$ cat config.mk
export PLATFORM = sky130hd
export DESIGN_NAME = uart_cmd
export DESIGN_NICKNAME = d
export VERILOG_FILES = /design/src/rtl/uart_cmd.sv
export SDC_FILE = /design/constraint.sdc
export NUM_CORES = 1
export LEC_CHECK = 0
export ABC_AREA = 1
export BUFFER_PORTS_ARGS = -buffer_cell sky130_fd_sc_hd__buf_4
export CORE_AREA = 3 3 112 114
export DETAILED_ROUTE_END_ITERATION = 7
export DIE_AREA = 0 0 115 117
export HOLD_SLACK_MARGIN = 0.02
export PLACE_DENSITY = 0.43
export SYNTH_ARGS = -nofsm -noshare
export SYNTH_HDL_FRONTEND = slang
export SYNTH_SLANG_ARGS = --single-unit
$ cat constraint.sdc
create_clock -name CLK -period 2.6 [get_ports CLK]
set_input_delay 0.13 -clock CLK [delete_from_list [all_inputs] [get_ports CLK]]
set_output_delay 0.13 -clock CLK [all_outputs]
set_load 0.02 [all_outputs]
$ cat src/rtl/uart_cmd.sv
// uart_cmd: line-oriented ASCII command interpreter between a byte UART and
// the board status outputs. Collects a short line, executes it on CR/LF,
// drives RGB/BLINK and streams a fixed-format reply through TX_OE/TX_RDY.
module uart_cmd #(
    parameter int BlinkDiv = 24_000_000
) (
    input  logic       CLK,
    input  logic       RST_,
    input  logic [7:0] RX_DATA,
    input  logic       RX_INT,
    input  logic       TX_RDY,
    output logic [7:0] TX_DATA,
    output logic       TX_OE,
    output logic [2:0] RGB,
    output logic       BLINK
);

    localparam int BW = $clog2(BlinkDiv);
    localparam logic [BW-1:0] BLINK_LAST = BW'(BlinkDiv - 1);

    typedef enum logic [1:0] {COLLECT, EXEC, SEND, HOLD} state_t;
    typedef enum logic [1:0] {REP_OK, REP_ER, REP_STAT} reply_t;

    state_t        state;
    reply_t        reply;
    logic [2:0]    cnt;
    logic          ovf;
    logic [2:0]    idx;
    logic          en;
    logic [BW-1:0] blink_cnt;

    // Only the first two bytes can ever form a valid command; longer lines
    // are rejected by their length alone, so later bytes are only counted.
    logic [7:0]    line_buf [2];

    logic          rx_eol;
    logic          cmd_led;
    logic          cmd_blink;
    logic          cmd_stat;
    logic [2:0]    last_idx;

    assign rx_eol    = (RX_DATA == 8'h0D) || (RX_DATA == 8'h0A);
    assign cmd_led   = !ovf && (cnt == 3'd2) && (line_buf[0] == 8'h4C)
                       && (line_buf[1][7:3] == 5'b00110);
    assign cmd_blink = !ovf && (cnt == 3'd2) && (line_buf[0] == 8'h42)
                       && (line_buf[1][7:1] == 7'b0011000);
    assign cmd_stat  = !ovf && (cnt == 3'd1) && (line_buf[0] == 8'h3F);
    assign last_idx  = (reply == REP_STAT) ? 3'd5 : 3'd3;

    // Byte i of the selected reply; status digits come from the live RGB/en,
    // which cannot change while a reply is being sent.
    function automatic logic [7:0] reply_byte(input reply_t kind, input logic [2:0] i,
                                              input logic [2:0] rgb, input logic ena);
        logic [7:0] b;
        b = 8'h0A;
        case (kind)
            REP_OK: begin
                case (i)
                    3'd0:    b = 8'h4F;
                    3'd1:    b = 8'h4B;
                    3'd2:    b = 8'h0D;
                    default: b = 8'h0A;
                endcase
            end
            REP_ER: begin
                case (i)
                    3'd0:    b = 8'h45;
                    3'd1:    b = 8'h52;
                    3'd2:    b = 8'h0D;
                    default: b = 8'h0A;
                endcase
            end
            default: begin
                case (i)
                    3'd0:    b = 8'h4C;
                    3'd1:    b = {5'b00110, rgb};
                    3'd2:    b = 8'h42;
                    3'd3:    b = {7'b0011000, ena};
                    3'd4:    b = 8'h0D;
                    default: b = 8'h0A;
                endcase
            end
        endcase
        return b;
    endfunction

    // Line buffer capture: plain data, written only while collecting.
    always_ff @(posedge CLK) begin
        if (state == COLLECT && RX_INT && !rx_eol && cnt[2:1] == 2'b00)
            line_buf[cnt[0]] <= RX_DATA;
    end

    // Command FSM: collect, execute, then send each reply byte with a hold cycle.
    always_ff @(posedge CLK or negedge RST_) begin
        if (!RST_) begin
            state   <= COLLECT;
            reply   <= REP_OK;
            cnt     <= 3'd0;
            ovf     <= 1'b0;
            idx     <= 3'd0;
            en      <= 1'b0;
            RGB     <= 3'd0;
            TX_OE   <= 1'b0;
            TX_DATA <= 8'h00;
        end else begin
            case (state)
                COLLECT: begin
                    if (RX_INT) begin
                        if (rx_eol) begin
                            // Empty lines (including the LF of CRLF) are silent.
                            if (cnt != 3'd0 || ovf)
                                state <= EXEC;
                        end else if (cnt < 3'd4) begin
                            cnt <= cnt + 3'd1;
                        end else begin
                            ovf <= 1'b1;
                        end
                    end
                end
                EXEC: begin
                    if (cmd_led) begin
                        RGB   <= line_buf[1][2:0];
                        reply <= REP_OK;
                    end else if (cmd_blink) begin
                        en    <= line_buf[1][0];
                        reply <= REP_OK;
                    end else if (cmd_stat) begin
                        reply <= REP_STAT;
                    end else begin
                        reply <= REP_ER;
                    end
                    idx   <= 3'd0;
                    cnt   <= 3'd0;
                    ovf   <= 1'b0;
                    state <= SEND;
                end
                SEND: begin
                    if (TX_RDY) begin
                        TX_DATA <= reply_byte(reply, idx, RGB, en);
                        TX_OE   <= 1'b1;
                        state   <= HOLD;
                    end
                end
                HOLD: begin
                    TX_OE <= 1'b0;
                    idx   <= idx + 3'd1;
                    state <= (idx == last_idx) ? COLLECT : SEND;
                end
                default: state <= COLLECT;
            endcase
        end
    end

    // Blink divider: free-runs only while enabled, otherwise parked at zero.
    always_ff @(posedge CLK or negedge RST_) begin
        if (!RST_) begin
            blink_cnt <= '0;
            BLINK     <= 1'b0;
        end else if (!en) begin
            blink_cnt <= '0;
            BLINK     <= 1'b0;
        end else if (blink_cnt == BLINK_LAST) begin
            blink_cnt <= '0;
            BLINK     <= ~BLINK;
        end else begin
            blink_cnt <= blink_cnt + BW'(1);
        end
    end

endmodule

# Word-level counts from Yosys, hierarchy flattened
# Memories as Yosys holds them, arrays and structs flattened.
# Index checks and enable logic that the tools add are counted.
[classes]
mux = 31
n_div = 0
n_mul = 0
bitwise = 2
reduce_logical = 29
n_lt_le_gt_ge = 1
n_shift = 0
n_eq_ne = 28
add_sub_neg = 3
[ops]
columns = ["operator", "n"]
rows = [
  ["two-way mux 25 bit", 2],
  ["one-hot mux 7 bit (3 select lines)", 2],
  ["one-hot mux 7 bit (5 select lines)", 1],
  ["adder 25 x 1 -> 25 bit, second input constant", 1],
  ["== test 25 bit, second input constant", 1],
  ["== test 8 x 4 -> 1 bit, second input constant", 2],
  ["== test 8 x 7 -> 1 bit, second input constant", 2],
  ["two-way mux 2 bit", 8],
  ["one-hot mux 8 bit (2 select lines)", 1],
  ["two-way mux 3 bit", 4],
  ["one-hot mux 3 bit (2 select lines)", 2],
  ["AND reduction 4 bit", 3],
  ["logical AND 1 bit", 10],
  ["!= test 2 bit, second input constant", 5],
  ["== test 3 x 2 -> 1 bit, second input constant", 3],
  ["== test 8 x 6 -> 1 bit, second input constant", 1],
  ["two-way mux 1 bit", 8],
  ["one-hot mux 2 bit (4 select lines)", 1],
  ["== test 7 x 5 -> 1 bit, second input constant", 1],
  ["adder 3 x 1 -> 3 bit, second input constant", 2],
  ["== test 2 bit, second input constant", 3],
  ["== test 3 x 1 -> 1 bit, second input constant", 2],
  ["logical NOT 2 bit", 3],
  ["!= test 2 x 1 -> 1 bit, second input constant", 3],
  ["14 further kinds", 23],
]
[totals]
elab_cells = 106
mem_count = 1
latchBits = 0
ramBits = 16
romBits = 0
in_bits = 12
reg_bits = 50
[mem_list]
columns = ["name", "words", "word_bits", "read_ports", "rd_ports_with_merged_regs", "write_ports", "line", "text"]
rows = [
  ["line_buf", 2, 8, 2, 0, 1, "34", "logic [7:0] line_buf [2];"],
]

# Logic depth before layout (Yosys ltp)
[logic_depth]
ltp_word = 7
depth_mapped = 10
ltp_nobuf = 10

# Worst setup path before layout
# No wires, ideal clock.
[synth_path]
path_kind = "register -> register"
start = "register state[1]"
end = "memory line_buf[1][0] (enable)"
path_stages_with_launch = 6
arrival_ns = 1.303
n_path_buf = 0
setup_ns = 0.370
synth_period_minus_slack_ns = 1.674
setup_slack_ns = 0.926
cell_sequence = "dfrtp_1 -> nor2_2 -> inv_1 -> nor2_1 -> nand4_1 -> nor2_1"
[synth_between]
elab_chain_len = 6
[synth_lines]
columns = ["item", "line", "text"]
rows = [
  ["start: declaration", "24", "state_t state;"],
  ["start signal: assignment", "147", "state <= (idx == last_idx) ? COLLECT : SEND;"],
  ["logical NOT 2 bit", "89", "if (state == COLLECT && RX_INT && !rx_eol && cnt[2:1] == 2'b00)"],
  ["logical AND 1 bit (3 in series)", "89", ""],
  ["two-way mux 1 bit", "89", ""],
  ["two-way mux 1 bit (not written as such)", "90", "line_buf[cnt[0]] <= RX_DATA;"],
  ["end: declaration", "34", ""],
]
# No other way between the ends.

# Worst setup path after layout
[layout_path]
start = "register state[1]"
end = "memory line_buf[1][6] (enable)"
# Same word-level chain as after synthesis.

==> key figures <==
Outcome
  – Status: finished clean

Floorplanning
  – Starting density of the core: 30.9%
  – Die footprint: 13500 µm²
  – Boundary Pins: 25
  – Core footprint: 11500 µm²
  – Die height: 117 µm
  – FP Rows: 39
  – Die Width: 115 µm

Worst setup path
  – Reg2reg path depth: 5
  – Worst path max stage delay: 570 ps
  – Critical R2R Capture: line_buf[1][6]
  – Worst EP required: 2560 ps
  – Crit Path Max Fanout: 8
  – CP Launch Type: flop
  – Setup crit end kind: flop
  – Reg2reg start: state[1]
  – Slowest CP cell: nor2_1
  – Register-to-register setup slack: 610 ps
  – WP data arrival: 1940 ps
  – CP most frequent cell: nor2_1
  – Crit-path cells: nor2_2, inv_1, nor2_1, nand4_1, nor2_1
  – Kind of critical path: reg -> reg

Synth
  – YS warnings: 0
  – Async S/R FF share, synth: 75.4%
  – Number of synthesized flops with an enable pin: 16
  – Cell count after synthesis: 456
  – Synth Flop Type: dfrtp_1
  – Mapped Nets: 478
  – Sequential element share of the synthesized area: 48.0%
  – Cell variety after synth: 39
  – Seq cells post-synth: 65
  – Post-Syn Area: 3560 µm²
  – Syn Area/Cell: 7.80 µm²

Routing
  – DR WL/cell: 12.9 µm
  – DRC: 0
  – DR pass1 iterations: 4
  – Vias per std cell: 4.57
  – Final ANT Viol Nets: 0
  – Via Count: 2933
  – Initial DRC count: 141
  – Routed WL: 8.26 mm

Global route
  – Total GRT Usage: 13.6%
  – Total gr overflow: 0
  – Vias in the first global route: 3020
  – First-pass GRT wire length: 14.2 mm
  – Largest net degree at the start of global routing: 50
  – Initial antenna violation count: 0

Timing
  – Fin. Hold Viols: 0
  – Worst Max-Slew Pin Slew: 706 ps
  – Final setup viols: 0
  – Slew headroom: 52.8%
  – Final worst path period need: 1990 ps
  – Final worst-path cycle share: 76.4%
  – Setup_tns: 0 ps
  – RSZ-0062 raised after global routing: false
  – Min Hold Slack: 123 ps
  – Worst clock skew: 6.55 ps
  – Max Fclk: 503 MHz
  – Slew Viols, Final: 0

Min path
  – Hold WC Path Type: in -> reg
  – Hold path startpoint: RX_INT
  – Hold path cells: 3
  – Worst hold path endpoint: state[0]

Layout
  – Non-Filler Instances: 642
  – Final #Nets: 516
  – N_diodes: 0
  – Area Overhead vs Synth: 18.7%
  – Fraction of layout cells with a size suffix above 1: 10.2%

Power and ir drop
  – Pwr dens: 772 nW/µm²
  – LEAKAGE: 0.00188 µW
  – Max rail drop VDD: 450 µV

Clock tree
  – TritonCTS clock tree: done
  – TritonCTS Buffers: 9
  – Clock Sinks: 65
  – Root Driver: clkbuf_16
  – CTS Buffer Depth: 2
  – H-Tree Depth: 3
  – # resized after CTS: 0
  – Clock transition at path regs: 50 ps
  – Worst-Skew Late Latency: 330 ps

Placement
  – Routability cong.: 0.815
  – Final HPWL DP: 6.11 mm
  – Total placed cells including tap cells: 617
  – # port buffers: 23

Run
  – Max capacitance violation total: 0
-- synth_stat cells (5+ instances only) --
cell type	count	share of area, %
nor3_1	10	1.4
nor2_1	78	8.2
dfrtp_1	49	34
nand2_1	127	13
inv_1	63	6.7
o21ai_0	11	1.5
xnor2_1	6	1.5
nor2_4	5	1.6
edfxtp_1	16	14
nand4_1	7	1.2
a21oi_1	6	0.84
ha_1	10	3.5
nand3_1	29	4.1
xor2_1	6	1.5
-- cell families (layout without fill, tap and decap cells) --
kind of cell	after synthesis	in the layout	share of synthesized area [%]
AO/OA/AOI/OAI	27	27	4.47
buffers and inverters	69	112	7.74
adder cells (fa/ha/maj)	10	10	3.52
other	1	1	0.105
AND/OR/NAND/NOR	272	272	33.2
flip-flops	65	65	48.0
XOR/XNOR	12	12	2.96
-- worst max path at each step --
stage	startpoint	to	slack, ps
2_1_floorplan	state[1]	line_buf[1][0]	930
3_3_place_gp	state[1]	line_buf[1][1]	670
3_5_place_dp	state[1]	line_buf[1][4]	610
4_1_cts	state[1]	line_buf[1][6]	600
5_1_grt	state[1]	line_buf[1][2]	470
6_report	state[1]	line_buf[1][6]	610
-- registers in the layout (all words and copies together) (netlist names) --
name       count
state          2
line_buf      16
BLINK          1
TX_OE          1
RGB            3
TX_DATA        7
cnt            3
reply          2
blink_cnt     25
en             1
ovf            1
idx            3
-- cells in the final DEF, fill, tap and decap left out, types with 6 or more instances in the layout --
| cell | count |
|---|---|
| a21oi_1 | 6 |
| buf_4 | 23 |
| clkbuf_16 | 9 |
| dfrtp_1 | 49 |
| dlygate4sd3_1 | 9 |
| edfxtp_1 | 16 |
| ha_1 | 10 |
| inv_1 | 63 |
| nand2_1 | 127 |
| nand3_1 | 29 |
| nand4_1 | 7 |
| nor2_1 | 78 |
| nor3_1 | 10 |
| o21ai_0 | 11 |
| xnor2_1 | 6 |
| xor2_1 | 6 |
-- stage by stage --
step,setup WS (ps),instance area [µm²],power (µW),utilization (%)
6_report,613,4220,3260,36.7
5_1_grt,472,4220,3500,36.7
4_1_cts,598,4220,3310,36.7
3_5_place_dp,610,3870,2220,33.6
3_3_place_gp,671,3870,2220,33.6
2_1_floorplan,926,3560,1930,-
-- repair_timing --
action                                 CTS  global route
buffers inserted                         0             0
endpoints found under the hold margin   65             0
hold buffers                             9             0
-- worst max-delay path, delay by kind of cell, from the launching register on --
family        cells  cell delay [ps]
buf+inv           1               80
flops             1              480
simple gates      4             1070
-- per-layer routing --
metal	vias to the layer above	GRT usage [%]	share of wire, %
met2	41	24.5	52
met5	-	0	0
met1	1373	15.4	43
met3	15	3.39	3.0
met4	0	5.24	2.0
li1	1504	-	-
-- final cells by class --
class	count	area, µm²
clock buffer	12	236
clock inverter	4	20.0
fill	1212	7290
inverter	64	243
multi-input combinational	322	1570
sequential	65	1710
tap	143	179
timing repair buffer	32	263
-- power breakdown --
| group | internal [µW] | total, µW | switching, µW | leakage, µW |
|---|---|---|---|---|
| Sequential | 1200 | 1340 | 139 | 0.000794 |
| Combinational | 328 | 865 | 537 | 0.000956 |
| Clock | 638 | 1060 | 422 | 0.000130 |
| Total | 2160 | 3260 | 1100 | 0.00188 |
Note: power is estimated with default switching activity, not from simulation.
